`src/rtl/cordic_out_stage.sv`:
```
// Output stage of the pipelined CORDIC: merges coarse/residual pairs, rounds and
// saturates, applies the octant fold, and buffers results behind valid/ready.
module cordic_out_stage #(
  parameter int FIFO_DEPTH = 4,
  parameter int OUT_W      = 16,
  parameter int FRAC_SHIFT = 8
) (
  input  logic                          clk,
  input  logic                          reset,
  input  logic                          wen_in,
  input  logic [9:0]                    index_cor,
  input  logic [15:0]                   XM_,
  input  logic [15:0]                   YM_,
  input  logic [15:0]                   XR_,
  input  logic [15:0]                   YR_,
  input  logic                          out_ready,
  output logic                          out_valid,
  output logic [OUT_W-1:0]              cos_out,
  output logic [OUT_W-1:0]              sin_out,
  output logic [6:0]                    out_index,
  output logic [$clog2(FIFO_DEPTH):0]   fifo_level,
  output logic                          overflow
);

  localparam int AW = $clog2(FIFO_DEPTH);
  localparam int CW = 16 + FRAC_SHIFT + 1;
  localparam int RW = (CW + 1 > OUT_W + 1) ? CW + 1 : OUT_W + 1;

  localparam logic signed [OUT_W-1:0] OMAX = {1'b0, {(OUT_W-1){1'b1}}};
  localparam logic signed [OUT_W-1:0] OMIN = {1'b1, {(OUT_W-1){1'b0}}};
  localparam logic signed [RW-1:0]    RMAX = {{(RW-OUT_W){1'b0}}, OMAX};
  localparam logic signed [RW-1:0]    RMIN = {{(RW-OUT_W){1'b1}}, OMIN};
  localparam logic [AW:0]             DEPTH_L = (AW+1)'(FIFO_DEPTH);

  // Adding half an LSB before the arithmetic shift is the same as adding bit
  // [FRAC_SHIFT-1] to the truncated value; the extra headroom makes the clamp exact.
  function automatic logic signed [OUT_W-1:0] merge_round(input logic [15:0] m,
                                                          input logic [15:0] r);
    logic signed [RW-1:0] wide;
    logic signed [RW-1:0] rnd;
    wide = (RW'($signed(m)) <<< FRAC_SHIFT) + RW'($signed(r))
         + (RW'(1) <<< (FRAC_SHIFT - 1));
    rnd  = wide >>> FRAC_SHIFT;
    if (rnd > RMAX)      return OMAX;
    else if (rnd < RMIN) return OMIN;
    else                 return rnd[OUT_W-1:0];
  endfunction

  function automatic logic signed [OUT_W-1:0] neg_sat(input logic signed [OUT_W-1:0] v);
    return (v == OMIN) ? OMAX : -v;
  endfunction

  logic                    v1;
  logic signed [OUT_W-1:0] c1;
  logic signed [OUT_W-1:0] s1;
  logic [2:0]              oct1;
  logic [6:0]              idx1;

  always_ff @(posedge clk) begin
    if (reset) begin
      v1   <= 1'b0;
      c1   <= '0;
      s1   <= '0;
      oct1 <= '0;
      idx1 <= '0;
    end else begin
      v1 <= wen_in;
      if (wen_in) begin
        c1   <= merge_round(XM_, XR_);
        s1   <= merge_round(YM_, YR_);
        oct1 <= index_cor[9:7];
        idx1 <= index_cor[6:0];
      end
    end
  end

  logic signed [OUT_W-1:0] neg_c;
  logic signed [OUT_W-1:0] neg_s;
  logic signed [OUT_W-1:0] fold_cos;
  logic signed [OUT_W-1:0] fold_sin;

  assign neg_c = neg_sat(c1);
  assign neg_s = neg_sat(s1);

  always_comb begin
    fold_cos = c1;
    fold_sin = s1;
    case (oct1)
      3'd0: begin fold_cos = c1;    fold_sin = s1;    end
      3'd1: begin fold_cos = s1;    fold_sin = c1;    end
      3'd2: begin fold_cos = neg_s; fold_sin = c1;    end
      3'd3: begin fold_cos = neg_c; fold_sin = s1;    end
      3'd4: begin fold_cos = neg_c; fold_sin = neg_s; end
      3'd5: begin fold_cos = neg_s; fold_sin = neg_c; end
      3'd6: begin fold_cos = s1;    fold_sin = neg_c; end
      default: begin fold_cos = c1; fold_sin = neg_s; end
    endcase
  end

  logic             v2;
  logic [OUT_W-1:0] cos2;
  logic [OUT_W-1:0] sin2;
  logic [6:0]       idx2;

  always_ff @(posedge clk) begin
    if (reset) begin
      v2   <= 1'b0;
      cos2 <= '0;
      sin2 <= '0;
      idx2 <= '0;
    end else begin
      v2 <= v1;
      if (v1) begin
        cos2 <= fold_cos;
        sin2 <= fold_sin;
        idx2 <= idx1;
      end
    end
  end

  // The pipeline cannot stall, so a push into a full FIFO without a pop is dropped.
  logic [OUT_W-1:0] mem_cos [FIFO_DEPTH];
  logic [OUT_W-1:0] mem_sin [FIFO_DEPTH];
  logic [6:0]       mem_idx [FIFO_DEPTH];
  logic [AW-1:0]    wr_ptr;
  logic [AW-1:0]    rd_ptr;
  logic [AW:0]      level;
  logic             full;
  logic             pop;
  logic             accept;

  assign full   = (level == DEPTH_L);
  assign pop    = out_valid && out_ready;
  assign accept = v2 && (!full || pop);

  always_ff @(posedge clk) begin
    if (!reset && accept) begin
      mem_cos[wr_ptr] <= cos2;
      mem_sin[wr_ptr] <= sin2;
      mem_idx[wr_ptr] <= idx2;
    end
  end

  always_ff @(posedge clk) begin
    if (reset) begin
      wr_ptr   <= '0;
      rd_ptr   <= '0;
      level    <= '0;
      overflow <= 1'b0;
    end else begin
      if (accept) wr_ptr <= wr_ptr + AW'(1);
      if (pop)    rd_ptr <= rd_ptr + AW'(1);
      case ({accept, pop})
        2'b10:   level <= level + (AW+1)'(1);
        2'b01:   level <= level - (AW+1)'(1);
        default: level <= level;
      endcase
      if (v2 && full && !pop) overflow <= 1'b1;
    end
  end

  assign out_valid  = (level != '0);
  assign fifo_level = level;
  assign cos_out    = out_valid ? mem_cos[rd_ptr] : '0;
  assign sin_out    = out_valid ? mem_sin[rd_ptr] : '0;
  assign out_index  = out_valid ? mem_idx[rd_ptr] : '0;

endmodule

```
`config.mk`:
```
export PLATFORM = sky130hd
export DESIGN_NAME = cordic_out_stage
export DESIGN_NICKNAME = d
export VERILOG_FILES = /design/src/rtl/cordic_out_stage.sv
export SDC_FILE = /design/constraint.sdc
export NUM_CORES = 1
export LEC_CHECK = 0
export CELL_PAD_IN_SITES_DETAIL_PLACEMENT = 0
export CELL_PAD_IN_SITES_GLOBAL_PLACEMENT = 1
export CORE_MARGIN = 3
export CORE_UTILIZATION = 46
export DETAILED_ROUTE_END_ITERATION = 6
export PLACE_DENSITY_LB_ADDON = 0.08
export SETUP_SLACK_MARGIN = 0.3
export SLEW_MARGIN = 30
export SYNTH_ARGS = -nofsm -noshare
export SYNTH_HDL_FRONTEND = slang
export SYNTH_SLANG_ARGS = --single-unit
```
`constraint.sdc`:
```
create_clock -name clk -period 3 [get_ports clk]
set_clock_uncertainty 0.1 [all_clocks]
set_input_delay 0.45 -clock clk [delete_from_list [all_inputs] [get_ports clk]]
set_output_delay 0.45 -clock clk [all_outputs]
set_load 0.005 [all_outputs]
```
### After elaboration in Yosys (flattened, before gate mapping)

Memories as Yosys holds them, arrays and structs flattened. A register that Yosys moved wholly into a read port is not among the register bits.
Cells that the tools add are included.

| operators by class | value |
|---|---|
| bitwise gates (word level) | 0 |
| $add $sub $neg | 10 |
| $lt $le $gt $ge | 4 |
| shift operators | 0 |
| equality and inequality tests | 11 |
| div/mod/pow operators | 0 |
| $mul | 0 |
| reduce and logical (&&, ||, !) cells | 18 |
| muxes and demuxes | 20 |

Operator list:

| operator | count |
|---|---|
| $mux W16 | 8 |
| $pmux W16 S3 | 2 |
| $add A25 B9 Y26 const B | 2 |
| $add A24 B16 Y25 | 2 |
| $gt A18 B16 Y1 const B | 2 |
| $lt A18 B16 Y1 const B | 2 |
| $eq A16 B16 Y1 const B | 2 |
| $neg A16 Y16 | 2 |
| $eq A3 B3 Y1 const B | 4 |
| $mux W2 | 6 |
| $reduce_or A2 Y1 | 6 |
| $mux W7 | 1 |
| $eq A3 B2 Y1 const B | 2 |
| $pmux W3 S2 | 1 |
| $logic_and A1 B1 Y1 | 5 |
| $add A2 B1 Y2 const B | 2 |
| $add A3 B1 Y3 const B | 1 |
| $eq A3 B1 Y1 const B | 1 |
| $logic_not A1 Y1 | 3 |
| $logic_not A3 Y1 | 1 |
| $reduce_bool A3 Y1 | 1 |
| $sub A3 B1 Y3 const B | 1 |
| $eq A2 B1 Y1 const B | 1 |
| $eq A2 B2 Y1 const B | 1 |
| 3 further kinds | 4 |

| word-level totals | value |
|---|---|
| word-level logic and storage cells | 79 |
| input bits | 78 |
| memories kept | 3 |
| flip-flop bits (word level) | 91 |
| memory bits (writable) | 156 |
| bits in latches | 0 |
| bits in read-only memories | 0 |

Memories:

| name | depth | bits a word | rd ports | clocked after memory_dff | write ports | RTL line | text |
|---|---|---|---|---|---|---|---|
| mem_cos | 4 | 16 | 1 | 1 | 1 | 122 | `logic [OUT_W-1:0] mem_cos [FIFO_DEPTH];` |
| mem_sin | 4 | 16 | 1 | 1 | 1 | 123 | `logic [OUT_W-1:0] mem_sin [FIFO_DEPTH];` |
| mem_idx | 4 | 7 | 1 | 1 | 1 | 124 | `logic [6:0] mem_idx [FIFO_DEPTH];` |

### Depth between registers and ports, before layout

| logic depth | value |
|---|---|
| depth after elaboration | 7 |
| mapped depth | 12 |
| mapped depth without buffers | 10 |

### Worst setup path before layout

OpenSTA, ideal clock, no wires.

| timing | value |
|---|---|
| kind | input to register |
| from | input port YM_[0] |
| to | register s1[13] |
| arrival | 2.689 ns |
| path buffers | 1 |
| data required time | 2.839 ns |
| slack | 0.150 ns |
| stages | 10 |
| path through | ha_1 -> a211oi_1 -> nor3_1 -> o31ai_1 -> or4_1 -> o311ai_0 -> a311oi_1 -> buf_2 -> a22oi_1 -> nand2_1 |

| on the way | value |
|---|---|
| word-level cells in the longest chain between the ends | 5 |
| elaborated cells on any way between the ends | 6 |
| classes of those cells | 2 x add/sub; 2 x order compare; 2 x mux |

RTL lines:

| what | RTL line | text |
|---|---|---|
| start: declaration | 13 | `input logic [15:0] YM_,` |
| $add A24 B16 Y25 * | 41 | `wide = (RW'($signed(m)) <<< FRAC_SHIFT) + RW'($signed(r))` |
| $add A25 B9 Y26 * | 42 | `+ (RW'(1) <<< (FRAC_SHIFT - 1));` |
| $lt A18 B16 Y1 | 45 | `else if (rnd < RMIN) return OMIN;` |
| $mux W16 | 45 |  |
| $mux W16 * | 44 | `if (rnd > RMAX) return OMAX;` |
| end signal: assignment | 70 | `s1 <= merge_round(YM_, YR_);` |
| end: declaration | 55 | `logic signed [OUT_W-1:0] s1;` |

Mark *: on every way between the ends. The rest lies on a longest branch, timed or not.
A chain may end at the register's enable or synchronous reset.

### Worst setup path after layout

| timing | value |
|---|---|
| from | register s1[0] |
| to | register sin2[12] |

| on the way | value |
|---|---|
| word-level cells in the longest chain between the ends | 3 |
| elaborated cells on any way between the ends | 4 |
| classes of those cells | 1 x add/sub; 1 x eq/ne; 2 x mux |

RTL lines:

| what | RTL line | text |
|---|---|---|
| $neg A16 Y16 or $eq A16 B16 Y1 (tied branches) | 50 | `return (v == OMIN) ? OMAX : -v;` |
| $mux W16 * | 50 |  |
| $pmux W16 S3 * | 88 | `case (oct1)` |
| end signal: assignment | 115 | `sin2 <= fold_sin;` |
| end: declaration | 102 | `logic [OUT_W-1:0] sin2;` |

Marked as above.

==> impl_metrics.env <==
export IMPL_grt_antenna_before_repair=0
export IMPL_max_slew_margin_pct=53.9
export IMPL_ant_nets=0
export IMPL_post_place_ws_ps=-539
export IMPL_synth_edf_count=156
export IMPL_synthArstFlopShare_pct=0
export IMPL_swShare_pct=28.0
export IMPL_synth_common_cells="edfxtp_1, nor2_1, dfxtp_1"
export IMPL_worst_slack_ps=257
export IMPL_h_tree_depth=1
export IMPL_hold_class="primary input to register"
export IMPL_syn_area_mm2=0.0126
export IMPL_seq_area_frac_synth_pct=52.0
export IMPL_use_met3_pct=2.41
export IMPL_synth_area_per_cell_um2=11.4
export IMPL_syn_nets=1221
export IMPL_comb_power_share_pct=24.4
export IMPL_start_kind="register"
export IMPL_synth_ff_type="edfxtp_1"
export IMPL_grt_pass1_vias=9200
export IMPL_cp_end_kind="register"
export IMPL_final_nets=1468
export IMPL_p_int_uw=6480
export IMPL_gp_congestion=0.908
export IMPL_area_growth_syn_to_layout_pct=32.4
export IMPL_cts_buffer_depth=3
export IMPL_multi_input_area_mm2=0.00609
export IMPL_tightest_slew_ps=687
export IMPL_layout_drive_gt1_share_pct=26.8
export IMPL_cts_tree="done"
export IMPL_slew_viol_final=0
export IMPL_power_density_mw_per_mm2=540
export IMPL_postCtsHoldBufs=0
export IMPL_fin_crit_ps=2740
export IMPL_final_setup_viol_count=0
export IMPL_path_max_fanout=6
export IMPL_yosysMostFrequentCell="edfxtp_1"
export IMPL_grt_pass1_wl_mm=49.7
export IMPL_grt_max_degree=42
export IMPL_numClockSinks=249
export IMPL_vias_per_cell=5.68
export IMPL_wire_per_inst_um=18.8
export IMPL_top_usage_layer="met2"
export IMPL_worst_skew_pair_late_latency_ps=510
export IMPL_drt_iter0_drc=657
export IMPL_synth_distinct_cells=62
export IMPL_met1_usage_pct=29.7
export IMPL_via_count=9661
export IMPL_initial_core_util_pct=47.5
export IMPL_rsz0062_at_grt="true"
export IMPL_syn_instance_count=1102
export IMPL_io_pins=122
export IMPL_path_class="register to register"
export IMPL_regArea_mm2=0.00655
export IMPL_root_buffer="clkbuf_16"
export IMPL_max_freq_mhz=365
export IMPL_clkTransAtPathRegs_ps=60
export IMPL_cp_data_required_time_ps=3290
export IMPL_yosys_area_top_type="edfxtp_1"
export IMPL_die_area_mm2=0.0294
export IMPL_ys_ff_latch=249
export IMPL_period_share_pct=91.4
export IMPL_dr_pass1_iters=5
export IMPL_core_area_mm2=0.0265
export IMPL_ys_top_cells_by_area="edfxtp_1, dfxtp_1, mux4_2"
export IMPL_p_leak_uw=0.00656
export IMPL_p_clk_share_pct=32.0
export IMPL_yosys_warnings=0
export IMPL_hpwl_mm=21.7
export IMPL_overflow=0
export IMPL_seqPwrFrac_pct=43.6
export IMPL_fin_area_mm2=0.0167
export IMPL_grt_usage_pct=21.3
export IMPL_cts_made_buffers=25
export IMPL_rows=59
export IMPL_hold_viol=0
export IMPL_arrival_ps=3030
export IMPL_p_sw_uw=2520
export IMPL_die_w_um=171
export IMPL_drc=0
export IMPL_drv_cap=0
export IMPL_routed_wl_mm=32.0
export IMPL_use_met2_pct=36.2
export IMPL_fin_setup_tns_ps=0
export IMPL_io_buffers=107
export IMPL_yosysTopAreaCellShare_pct=37.2
export IMPL_fill_cells=2128
export IMPL_holdWs_ps=287
export IMPL_outcome="finished, final reports clean"
export IMPL_placed_area_mm2=0.0150
export IMPL_ir_drop_mv=0.354
export IMPL_dieHeight_um=171
export IMPL_diodes=0
==> sequential cells by signal, indices dropped and copies added (netlist names), named ones only <==
name and flops:
s1 16, idx1 7, wr_ptr 2, mem_sin 64
sin2 16, fifo_level 3, rd_ptr 2, mem_idx 28
v1 1, oct1 3, overflow 1, mem_cos 64
v2 1, cos2 16, c1 16, idx2 7
==> metal layers <==
| layer | routed length, um | vias up |
|---|---|---|
| met5 | 0 | - |
| met2 | 15500 | 309 |
| met3 | 1640 | 34 |
| met4 | 463 | 0 |
| li1 | - | 4635 |
| met1 | 14400 | 4683 |
==> cell type report <==
class                           count  share of cell area [%]
Sequential cell                   249                    39.3
Multi-Input combinational cell    761                    36.6
Timing Repair Buffer              290                    16.5
Clock buffer                       28                    3.94
Tap cell                          335                    2.52
Clock inverter                     17                   0.661
Inverter                           22                   0.496
==> per-stage QoR <==
stage	std cells	total power, uW	utilization, %
5_1_grt	1702	9430	62.8
4_1_cts	1691	8910	61.0
6_report	1702	9000	62.8
3_3_place_gp	1624	5920	56.7
2_1_floorplan	1102	5120	-
3_5_place_dp	1624	5940	56.7
==> power groups by stage <==
stage          logic (uW)  clock network [uW]  registers [uW]
6_report             2200                2880            3920
5_1_grt              2400                3090            3940
4_1_cts              2070                2930            3910
3_5_place_dp         1950                   0            3990
3_3_place_gp         1940                   0            3980
2_1_floorplan        1200                   0            3930
==> path summary, 6_finish.rpt <==
check / start / endpoint / slack, ps / cells after the start
setup / recovery: s1[0]$_SDFFE_PP0P_ / sin2[12]$_SDFFE_PP0P_ / 260 / 8
hold / removal: reset / wr_ptr[1]$_SDFFE_PP0P_ / 290 / 2
setup reg to reg: s1[0]$_SDFFE_PP0P_ / sin2[12]$_SDFFE_PP0P_ / 260 / 8
hold reg to reg: idx1[5]$_SDFFE_PP0P_ / idx1[5]$_SDFFE_PP0P_ / 400 / 2
==> cell usage in the layout (no fill, tap or decap), drive strengths merged, types with 8 or more instances in the layout <==
master and instances:
mux2 8, edfxtp 156, and2 47, mux2i 32
xor2 19, ha 38, a31oi 10, clkinv 9
nand3 14, dlygate4sd2 17, a211oi 12, nand2b 13
a21oi 57, mux4 46, dlymetal6s2s 22, o21ai 54
a21o 17, nand2 88, clkdlybuf4s50 51, dfxtp 93
a221oi 8, buf 183, clkbuf 37, a22oi 19
nor3 22, clkdlybuf4s15 8, nor2 110, inv 27
xnor2 26
==> critical path: stages (launching register included) <==
cell and delay (ps):
dfxtp_2 320, inv_2 70, ha_4 140, or4b_4 460
or2_4 300, or3_4 340, mux2i_2 180, mux4_2 510
a22o_1 190
==> what timing repair did <==
| action | 4_1_cts | 5_1_grt |
|---|---|---|
| gates resized for setup | 65 | 127 |
| pin swaps | 10 | 27 |
| setup endpoints to repair | 82 | 73 |
| gates cloned | 5 | 1 |
| buffers inserted | 17 | 10 |
| endpoints found under the hold margin | 0 | 0 |
==> logic make-up (layout without fill, tap and decap cells) <==
group	count (synthesis)	in the layout	share of synthesized area [%]
AND/OR/NAND/NOR	339	339	12.9
AO/OA/AOI/OAI	250	250	13.2
multiplexers	86	86	11.5
adder cells (fa/ha/maj)	41	41	4.26
flip-flops	249	249	52.0
buffers and inverters	92	357	3.03
XOR/XNOR	45	45	3.13
No activity file was read; power rests on OpenSTA's default activity.
